`config.mk`:
```
export PLATFORM = sky130hd
export DESIGN_NAME = ring_monitor_flat
export DESIGN_NICKNAME = d
export VERILOG_FILES = /design/src/rtl/ring_monitor_pkg.sv /design/src/rtl/ring_monitor_if.sv /design/src/rtl/ring_monitor_decode.sv /design/src/rtl/ring_monitor.sv /design/src/flat_wrapper.sv
export SDC_FILE = /design/constraint.sdc
export NUM_CORES = 1
export LEC_CHECK = 0
export ABC_AREA = 1
export BUFFER_PORTS_ARGS = -buffer_cell sky130_fd_sc_hd__buf_2
export CORE_UTILIZATION = 30
export DETAILED_ROUTE_END_ITERATION = 16
export GPL_ROUTABILITY_DRIVEN = 0
export SETUP_SLACK_MARGIN = 0.15
export SKIP_CTS_REPAIR_TIMING = 1
export SYNTH_ARGS = -nofsm -noshare
export SYNTH_HDL_FRONTEND = slang
export SYNTH_SLANG_ARGS = --single-unit
```
`constraint.sdc`:
```
create_clock -name clk -period 2.81 [get_ports clk]
set_input_delay 0.562 -clock clk [delete_from_list [all_inputs] [get_ports clk]]
set_output_delay 0.562 -clock clk [all_outputs]
set_load 0.01 [all_outputs]
```
`src/rtl/ring_monitor_pkg.sv`:
```
// Shared definitions for the ring monitor: FSM encoding, ring geometry and
// the phase-successor helper used by both the monitor and anyone modelling it.
package ring_monitor_pkg;

  localparam int RING_LEN = 5;
  localparam int PHASE_W  = 3;

  // Encoding 2'b11 is never entered; the monitor treats it like FAULT.
  typedef enum logic [1:0] {
    IDLE  = 2'b00,
    TRACK = 2'b01,
    FAULT = 2'b10
  } state_e;

  // Expected next stage of the ring, wrapping from the last stage to stage 0.
  function automatic logic [PHASE_W-1:0] next_phase(input logic [PHASE_W-1:0] p);
    return (p == PHASE_W'(RING_LEN - 1)) ? '0 : p + PHASE_W'(1);
  endfunction

endpackage : ring_monitor_pkg

```
`src/rtl/ring_monitor_if.sv`:
```
// Sample/status bundle between the ring counter side (master) and the
// monitor (slave). Clock and clear stay as plain ports on the monitor.
interface ring_monitor_if
  import ring_monitor_pkg::*;
#(
  parameter int REV_W = 8
) ();

  logic [RING_LEN-1:0] ring;      // bit4 = stage a .. bit0 = stage e
  logic                en;        // sample strobe
  logic                ack_err;   // fault acknowledge / re-arm
  logic [PHASE_W-1:0]  phase;     // stage index of last legal sample
  logic                valid;     // last sample was one-hot
  logic                seq_err;   // one-cycle out-of-order pulse
  logic                err;       // sticky fault
  logic [REV_W-1:0]    rev_count; // completed revolutions, wraps silently
  state_e              state;     // current FSM state

  modport master (
    output ring, en, ack_err,
    input  phase, valid, seq_err, err, rev_count, state
  );

  modport slave (
    input  ring, en, ack_err,
    output phase, valid, seq_err, err, rev_count, state
  );

endinterface : ring_monitor_if

```
`src/rtl/ring_monitor_decode.sv`:
```
// Combinational one-hot decoder for the five-stage ring: reports whether the
// sample is legal (exactly one bit set) and which stage is set.
module ring_decode
  import ring_monitor_pkg::*;
(
  input  logic [RING_LEN-1:0] ring,
  output logic                legal,
  output logic [PHASE_W-1:0]  phase
);

  // Map each one-hot pattern to its stage index; everything else is illegal.
  always_comb begin
    // NOTE: every output gets a default before the case so no path leaves a
    // value unassigned, which would otherwise infer a latch.
    legal = 1'b0;
    phase = '0;
    case (ring)
      5'b10000: begin legal = 1'b1; phase = 3'd0; end
      5'b01000: begin legal = 1'b1; phase = 3'd1; end
      5'b00100: begin legal = 1'b1; phase = 3'd2; end
      5'b00010: begin legal = 1'b1; phase = 3'd3; end
      5'b00001: begin legal = 1'b1; phase = 3'd4; end
      default:  begin legal = 1'b0; phase = '0;   end
    endcase
  end

endmodule : ring_decode

```
`src/rtl/ring_monitor.sv`:
```
// Ring monitor: watches the outputs of a five-stage one-hot ring counter,
// locks onto the first legal sample, checks that every following sample is
// the correct successor, counts completed revolutions and latches a sticky
// fault on any illegal or out-of-order sample until it is acknowledged.
// All outputs are registered, so the response appears one edge after the
// sampling edge.
module ring_monitor
  import ring_monitor_pkg::*;
#(
  parameter int REV_W = 8
) (
  input  logic           clk,
  input  logic           clear,   // asynchronous, active-low
  ring_monitor_if.slave  bus
);

  state_e             state_q, state_n;
  logic [PHASE_W-1:0] phase_q, phase_n;
  logic               valid_q, valid_n;
  logic               seq_err_q, seq_err_n;
  logic               err_q, err_n;
  logic [REV_W-1:0]   rev_q, rev_n;

  logic               legal;
  logic [PHASE_W-1:0] dec_phase;

  ring_decode u_decode (
    .ring  (bus.ring),
    .legal (legal),
    .phase (dec_phase)
  );

  // State and output registers; clear takes effect immediately, without clk.
  always_ff @(posedge clk or negedge clear) begin
    if (!clear) begin
      state_q   <= IDLE;
      phase_q   <= '0;
      valid_q   <= 1'b0;
      seq_err_q <= 1'b0;
      err_q     <= 1'b0;
      rev_q     <= '0;
    end else begin
      // NOTE: non-blocking assignments so every register samples the values
      // computed from the same pre-edge state.
      state_q   <= state_n;
      phase_q   <= phase_n;
      valid_q   <= valid_n;
      seq_err_q <= seq_err_n;
      err_q     <= err_n;
      rev_q     <= rev_n;
    end
  end

  // Next-state and next-output logic: hold by default, seq_err is a pulse.
  always_comb begin
    state_n   = state_q;
    phase_n   = phase_q;
    valid_n   = valid_q;
    seq_err_n = 1'b0;
    err_n     = err_q;
    rev_n     = rev_q;

    if (bus.ack_err) begin
      // Acknowledge wins over a simultaneous sample; the revolution count
      // survives so long-term statistics are not lost on a fault.
      state_n = IDLE;
      valid_n = 1'b0;
      err_n   = 1'b0;
    end else if (bus.en) begin
      case (state_q)
        IDLE: begin
          // Start-up tolerance: illegal samples before lock are not faults.
          if (legal) begin
            phase_n = dec_phase;
            valid_n = 1'b1;
            state_n = TRACK;
          end else begin
            valid_n = 1'b0;
          end
        end

        TRACK: begin
          if (legal && (dec_phase == next_phase(phase_q))) begin
            phase_n = dec_phase;
            valid_n = 1'b1;
            if (dec_phase == '0) begin
              rev_n = rev_q + REV_W'(1);
            end
          end else if (legal) begin
            // Legal but wrong successor, including a repeated stage.
            phase_n   = dec_phase;
            valid_n   = 1'b1;
            seq_err_n = 1'b1;
            err_n     = 1'b1;
            state_n   = FAULT;
          end else begin
            valid_n = 1'b0;
            err_n   = 1'b1;
            state_n = FAULT;
          end
        end

        default: begin
          // FAULT (and the unused encoding): ignore samples until acknowledged.
          state_n = FAULT;
          err_n   = 1'b1;
        end
      endcase
    end
  end

  assign bus.state     = state_q;
  assign bus.phase     = phase_q;
  assign bus.valid     = valid_q;
  assign bus.seq_err   = seq_err_q;
  assign bus.err       = err_q;
  assign bus.rev_count = rev_q;

endmodule : ring_monitor
```
`src/flat_wrapper.sv`:
```
// flat-port wrapper written by rule: the top's interface ports become plain ports
module ring_monitor_flat import ring_monitor_pkg::*;
#(
  parameter int REV_W = 8
)
  (clk, clear, bus_ring, bus_en, bus_ack_err, bus_phase, bus_valid, bus_seq_err, bus_err, bus_rev_count, bus_state);
  ring_monitor_if #(.REV_W(REV_W)) bus_i ();
  input  logic clk;
  input  logic clear;
  input wire logic [$bits(bus_i.ring)-1:0] bus_ring;
  input wire logic [$bits(bus_i.en)-1:0] bus_en;
  input wire logic [$bits(bus_i.ack_err)-1:0] bus_ack_err;
  output wire logic [$bits(bus_i.phase)-1:0] bus_phase;
  output wire logic [$bits(bus_i.valid)-1:0] bus_valid;
  output wire logic [$bits(bus_i.seq_err)-1:0] bus_seq_err;
  output wire logic [$bits(bus_i.err)-1:0] bus_err;
  output wire logic [$bits(bus_i.rev_count)-1:0] bus_rev_count;
  output wire logic [$bits(bus_i.state)-1:0] bus_state;
  assign bus_i.ring = bus_ring;
  assign bus_i.en = bus_en;
  assign bus_i.ack_err = bus_ack_err;
  assign bus_phase = bus_i.phase;
  assign bus_valid = bus_i.valid;
  assign bus_seq_err = bus_i.seq_err;
  assign bus_err = bus_i.err;
  assign bus_rev_count = bus_i.rev_count;
  assign bus_state = bus_i.state;
  ring_monitor #(.REV_W(REV_W)) u_core (.clk(clk), .clear(clear), .bus(bus_i));
endmodule
```
==> metrics.yaml, run 1 <==
status: "completed"
syn_nets: 165
grt_max_degree: 17
die_w_um: 62.5
clk-insertion-delay-late_ps: 300
area_growth_pct: 17.8
switchingPower_mw: 0.215
slowest_delay_ps: 370
critPathLaunchType: "flip-flop"
synth_area_leaders: "dfrtp_1, nand2_1, nand3_1, inv_1, nand4_1"
clk_pin_slew_ps: 100
ys_warn_count: 0
dr.pass1.iters: 4
cts.sinks: 16
ff_latch_area_um2: 400
grt_pass1_wl_um: 3890
fill_cells: 388
ys_seq_area_share_pct: 36.5
cp.required_ps: 3060
core_area_um2: 3420
netlist_instances: 153
wire_per_inst_um: 9.76
cts_buffer_depth: 2
fin_tns_setup_ps: 0
overflow: 0
grtUsageTotal_pct: 12.6
drc: 0
slew_viol_final: 0
critPathBufInv: 2
path_class: "reg -> reg"
async_flop_share_pct: 100
layout_commonest_cell: "nand2_1"
via_count: 1000
synthDistinctLibCells: 23
maxSlewHeadroom_pct: 74.4
synth.largest_area_cell: "dfrtp_1"
first_global_vias: 853
hpwl_um: 1720
io_buffers: 24
diodes: 0
cp_max_fo: 8
p_sw_share_pct: 36.6
combPwrFrac_pct: 34.0
path_cells: "inv_1 > ha_1 > nand2_1 > nand3_1 > inv_1 > nand2_1 > nand2_1 > nand3_2 > nor2_4 > nand2_4 > nor2_8 > nand3_1 > nand2_1"
p_clk_share_pct: 21.5
initial_core_util_pct: 32.1
ctsRootBufferMaster: "clkbuf_4"
finClkSkew_ps: 6.90
top_level_ports: 25
p_per_area_nw_per_um2: 454
rsz0062_at_grt: "false"
cp_top_family: "simple AND/OR/NAND/NOR gates"
fin_crit_sh_pct: 62.6
cts_tree: "done"
endpoint_kind: "flip-flop"
fin_nets: 193
die_y_um: 62.5
fin_crit_ps: 1760
internal-power_mw: 0.372
syn_avg_cell_area_um2: 7.17
synth-edff-count: 0
crit_top_cell: "nand2_1"
hp-class: "in -> async"
final_cell_mix: "nand2_1, buf_2, inv_1"
finalPower_mw: 0.587
cts_inserted_buffers: 3
ir_drop_mv: 0.196
viasPerCell: 4.44
maxCapViolCount: 0
ys_ff_latch: 16
slowest_stage: "dfrtp_1"
synth_area_um2: 1100
yosysTopAreaCellShare_pct: 36.5
seqPwrFrac_pct: 44.5
finalSetupViolations: 0
fmax_mhz: 568
crit_arrival_ps: 2010
multi_input_area_um2: 602
leakage_nw: 0.778
layout-drive-gt1-share_pct: 25.1
detail-route-antenna-nets: 0
htreeDepth: 1
hold_violations: 0
drt_iter0_markers: 26
antenna_found_initial: 0
synth_ff_type: "dfrtp_1"
tightest_slew_ps: 384
wl_um: 2200
dieArea_um2: 3900
row_count: 21
-- per-layer routing --
metal | share of wire [%] | GRT usage [%] | vias up
met5 | 0 | 0 | -
met4 | 2.4 | 6.98 | 0
met3 | 3.3 | 2.55 | 4
met2 | 39 | 16.3 | 20
met1 | 55 | 18.8 | 429
li1 | - | - | 547
-- power by group through the flow --
stage / clock (mW) / combinational [mW] / sequential, mW
5_1_grt: 0.137 / 0.228 / 0.263
3_5_place_dp: 0 / 0.199 / 0.265
3_3_place_gp: 0 / 0.198 / 0.265
2_1_floorplan: 0 / 0.139 / 0.272
4_1_cts: 0.129 / 0.201 / 0.261
6_report: 0.126 / 0.200 / 0.261
-- area by class of cell --
| cell class | instances | share of cell area (%) |
|---|---|---|
| repair buffers | 24 | 9.29 |
| multi-input cells | 112 | 46.6 |
| inverters | 24 | 6.97 |
| well taps | 46 | 4.45 |
| flip-flops and latches | 16 | 31.0 |
| clock buffers | 3 | 1.74 |
-- cell usage after synthesis (all sizes together) (2+ instances only) --
master / instances
ha: 3
nand3: 21
xor2: 2
nand2: 50
nand4: 9
nor2: 16
o21ai: 4
nor3: 3
dfrtp: 16
inv: 24
-- cell families (layout without fill, tap and decap cells) --
family	Yosys count	count (layout)	synth area share, %
AND/OR/NAND/NOR	102	102	47.2
AO/OA/AOI/OAI	4	4	1.82
flip-flops	16	16	36.5
adder cells (fa/ha/maj)	3	3	3.42
buffers and inverters	25	51	8.67
XOR/XNOR	3	3	2.39
-- final timing paths --
path | slack, ps | to | startpoint | cells after the start
max | 1050 | u_core.bus.rev_count[7] | flip-flop | 13
min | 160 | u_core.bus.rev_count[6] | clear | 1
max reg2reg | 1050 | u_core.bus.rev_count[7] | flip-flop | 13
min reg2reg | 480 | u_core.bus.err | u_core.bus.err | 2
max in group asynchronous | 2390 | u_core.bus.err | clear | 1
min in group clk | 480 | u_core.bus.err | u_core.bus.err | 2
-- stage by stage --
stage,setup slack (ps),util (%),cell area [µm²],hold slack (ps),std cells
2_1_floorplan,1160,-,1100,266,153
3_3_place_gp,884,37.2,1270,458,222
3_5_place_dp,878,37.2,1270,459,222
4_1_cts,1020,37.8,1290,170,225
5_1_grt,824,37.8,1290,183,225
6_report,1050,37.8,1290,157,225
Note: power is estimated with default switching activity, not from simulation.
==> inputs of run 2 (changes only) <==
Clock period 2.81 ns to 1.5 ns, I/O delays scaled along.
==> run 2 against run 1 <==
The flow now finishes with violations (setup timing). Die area is the same. Sequential cell count is the same. Sequential share of layout area shrank 6.1 points. Combinational power grew to 2.9 times the previous value. Worst setup slack lost 1200 ps. Total power grew 130%. Register-to-register slack lost 1200 ps. Utilization grew 9.3 points. Largest cell class unchanged. Largest power group is now combinational logic. Highest routed layer unchanged.
==> metrics.yaml, run 2 (synthesized netlist as in run 1, its figures left out) <==
status: "finished with violations"
failed_checks: "setup timing"
final_cell_mix: "nand2_1, buf_2, buf_4"
maxCapViolCount: 0
fill_cells: 372
tightest_slew_ps: 364
ctsRootBufferMaster: "clkbuf_4"
via_count: 1091
crit_arrival_ps: 1910
crit_top_cell: "nand2_1"
die_w_um: 62.5
place_ws_ps: -223
io_buffers: 24
fin_nets: 217
drc: 0
cts_tree: "done"
core_area_um2: 3420
detail-route-antenna-nets: 0
diodes: 0
final_cell_area_um2: 1610
row_count: 21
critPathBufInv: 1
finalSetupViolations: 11
endpoint_kind: "flip-flop"
htreeDepth: 1
whs_ps: 314
wire_per_inst_um: 10.2
placedInstanceArea_um2: 1480
initial_core_util_pct: 32.1
cp.required_ps: 1730
cts_buffer_depth: 2
critPathLaunchType: "flip-flop"
wl_um: 2540
finClkSkew_ps: 7.02
path_class: "reg -> reg"
multi_input_area_um2: 711
fin_crit_sh_pct: 112
hold_violations: 0
ff_latch_area_um2: 400
area_growth_pct: 46.7
cts.sinks: 16
p_per_area_nw_per_um2: 846
fin_tns_setup_ps: -1470
slowest_delay_ps: 420
overflow: 0
cp_top_family: "simple AND/OR/NAND/NOR gates"
first_global_vias: 1012
grt_max_degree: 17
layout_commonest_cell: "nand2_1"
cts_inserted_buffers: 3
clk_pin_slew_ps: 90
viasPerCell: 4.36
maxSlewHeadroom_pct: 75.7
grtUsageTotal_pct: 13.9
ir_drop_mv: 0.512
rsz0062_at_grt: "true"
dr.pass1.iters: 4
worst_slack_ps: -174
clk-insertion-delay-late_ps: 290
hpwl_um: 2020
slowest_stage: "dfrtp_1"
r2r_slack_ps: -170
antenna_found_initial: 0
fin_crit_ps: 1670
top_level_ports: 25
leakage_nw: 0.927
cp_max_fo: 8
dieArea_um2: 3900
grt_pass1_wl_um: 4380
slew_viol_final: 0
layout-drive-gt1-share_pct: 45.1
hp-class: "in -> reg"
path_cells: "ha_2 > nand2_1 > nand3_2 > inv_2 > nand2_1 > nand2_1 > nand3_2 > nor2_4 > nand2_4 > nor2_8 > nand3_1 > nand2_1"
drt_iter0_markers: 30
die_y_um: 62.5
fmax_mhz: 597
==> run 2: cell types whose count changed in the layout (fill, tap and decap cells not counted), sizes merged <==
cell,delta
buf,+23
clkbuf,+1
dlygate4sd3,+1
==> run 2: layout make-up <==
class | count | area share, %
Timing Repair Buffer | 48 | 19.6
Clock buffer | 4 | 2.25
Multi-Input combinational cell | 112 | 44.1
Tap cell | 46 | 3.57
Inverter | 24 | 5.59
Sequential cell | 16 | 24.9
==> run 2: through the flow <==
stage / std cells / utilization [%] / power (mW)
2_1_floorplan: 153 / - / 0.821
3_3_place_gp: 243 / 43.3 / 0.996
3_5_place_dp: 243 / 43.3 / 1.00
4_1_cts: 247 / 44.4 / 1.30
5_1_grt: 250 / 47.1 / 1.47
6_report: 250 / 47.1 / 1.36
==> run 2: worst paths after layout <==
kind                                start                    endpoint  cells past startpoint
setup / recovery                flip-flop     u_core.bus.rev_count[1]                     12
setup reg to reg                flip-flop     u_core.bus.rev_count[1]                     12
hold / removal                     bus_en              u_core.bus.err                      3
min in group asynchronous           clear     u_core.bus.rev_count[6]                      2
hold reg to reg            u_core.bus.err              u_core.bus.err                      2
max in group asynchronous           clear  asynchronous set/reset pin                      2
==> run 2: worst register-to-register path, delay by kind of cell, from the launching register on <==
kind	cells	cell delay, ps
adder cells (fa/ha/maj)	1	200
buffers and inverters	1	60
flip-flops	1	420
AND/OR/NAND/NOR	10	930
==> run 2: metal layers <==
metal	track usage [%]	vias up	share of wire [%]	routed length, µm
met2	22.0	14	46	1180
li1	-	593	-	-
met5	0	-	0	0
met3	2.74	2	2.7	68
met1	19.3	482	50	1270
met4	3.49	0	0.79	20
==> run 2: report_power, final <==
part / switching [mW] / total (mW) / internal (mW)
registers: 0.0282 / 0.491 / 0.462
clock network: 0.142 / 0.290 / 0.148
logic: 0.305 / 0.582 / 0.277
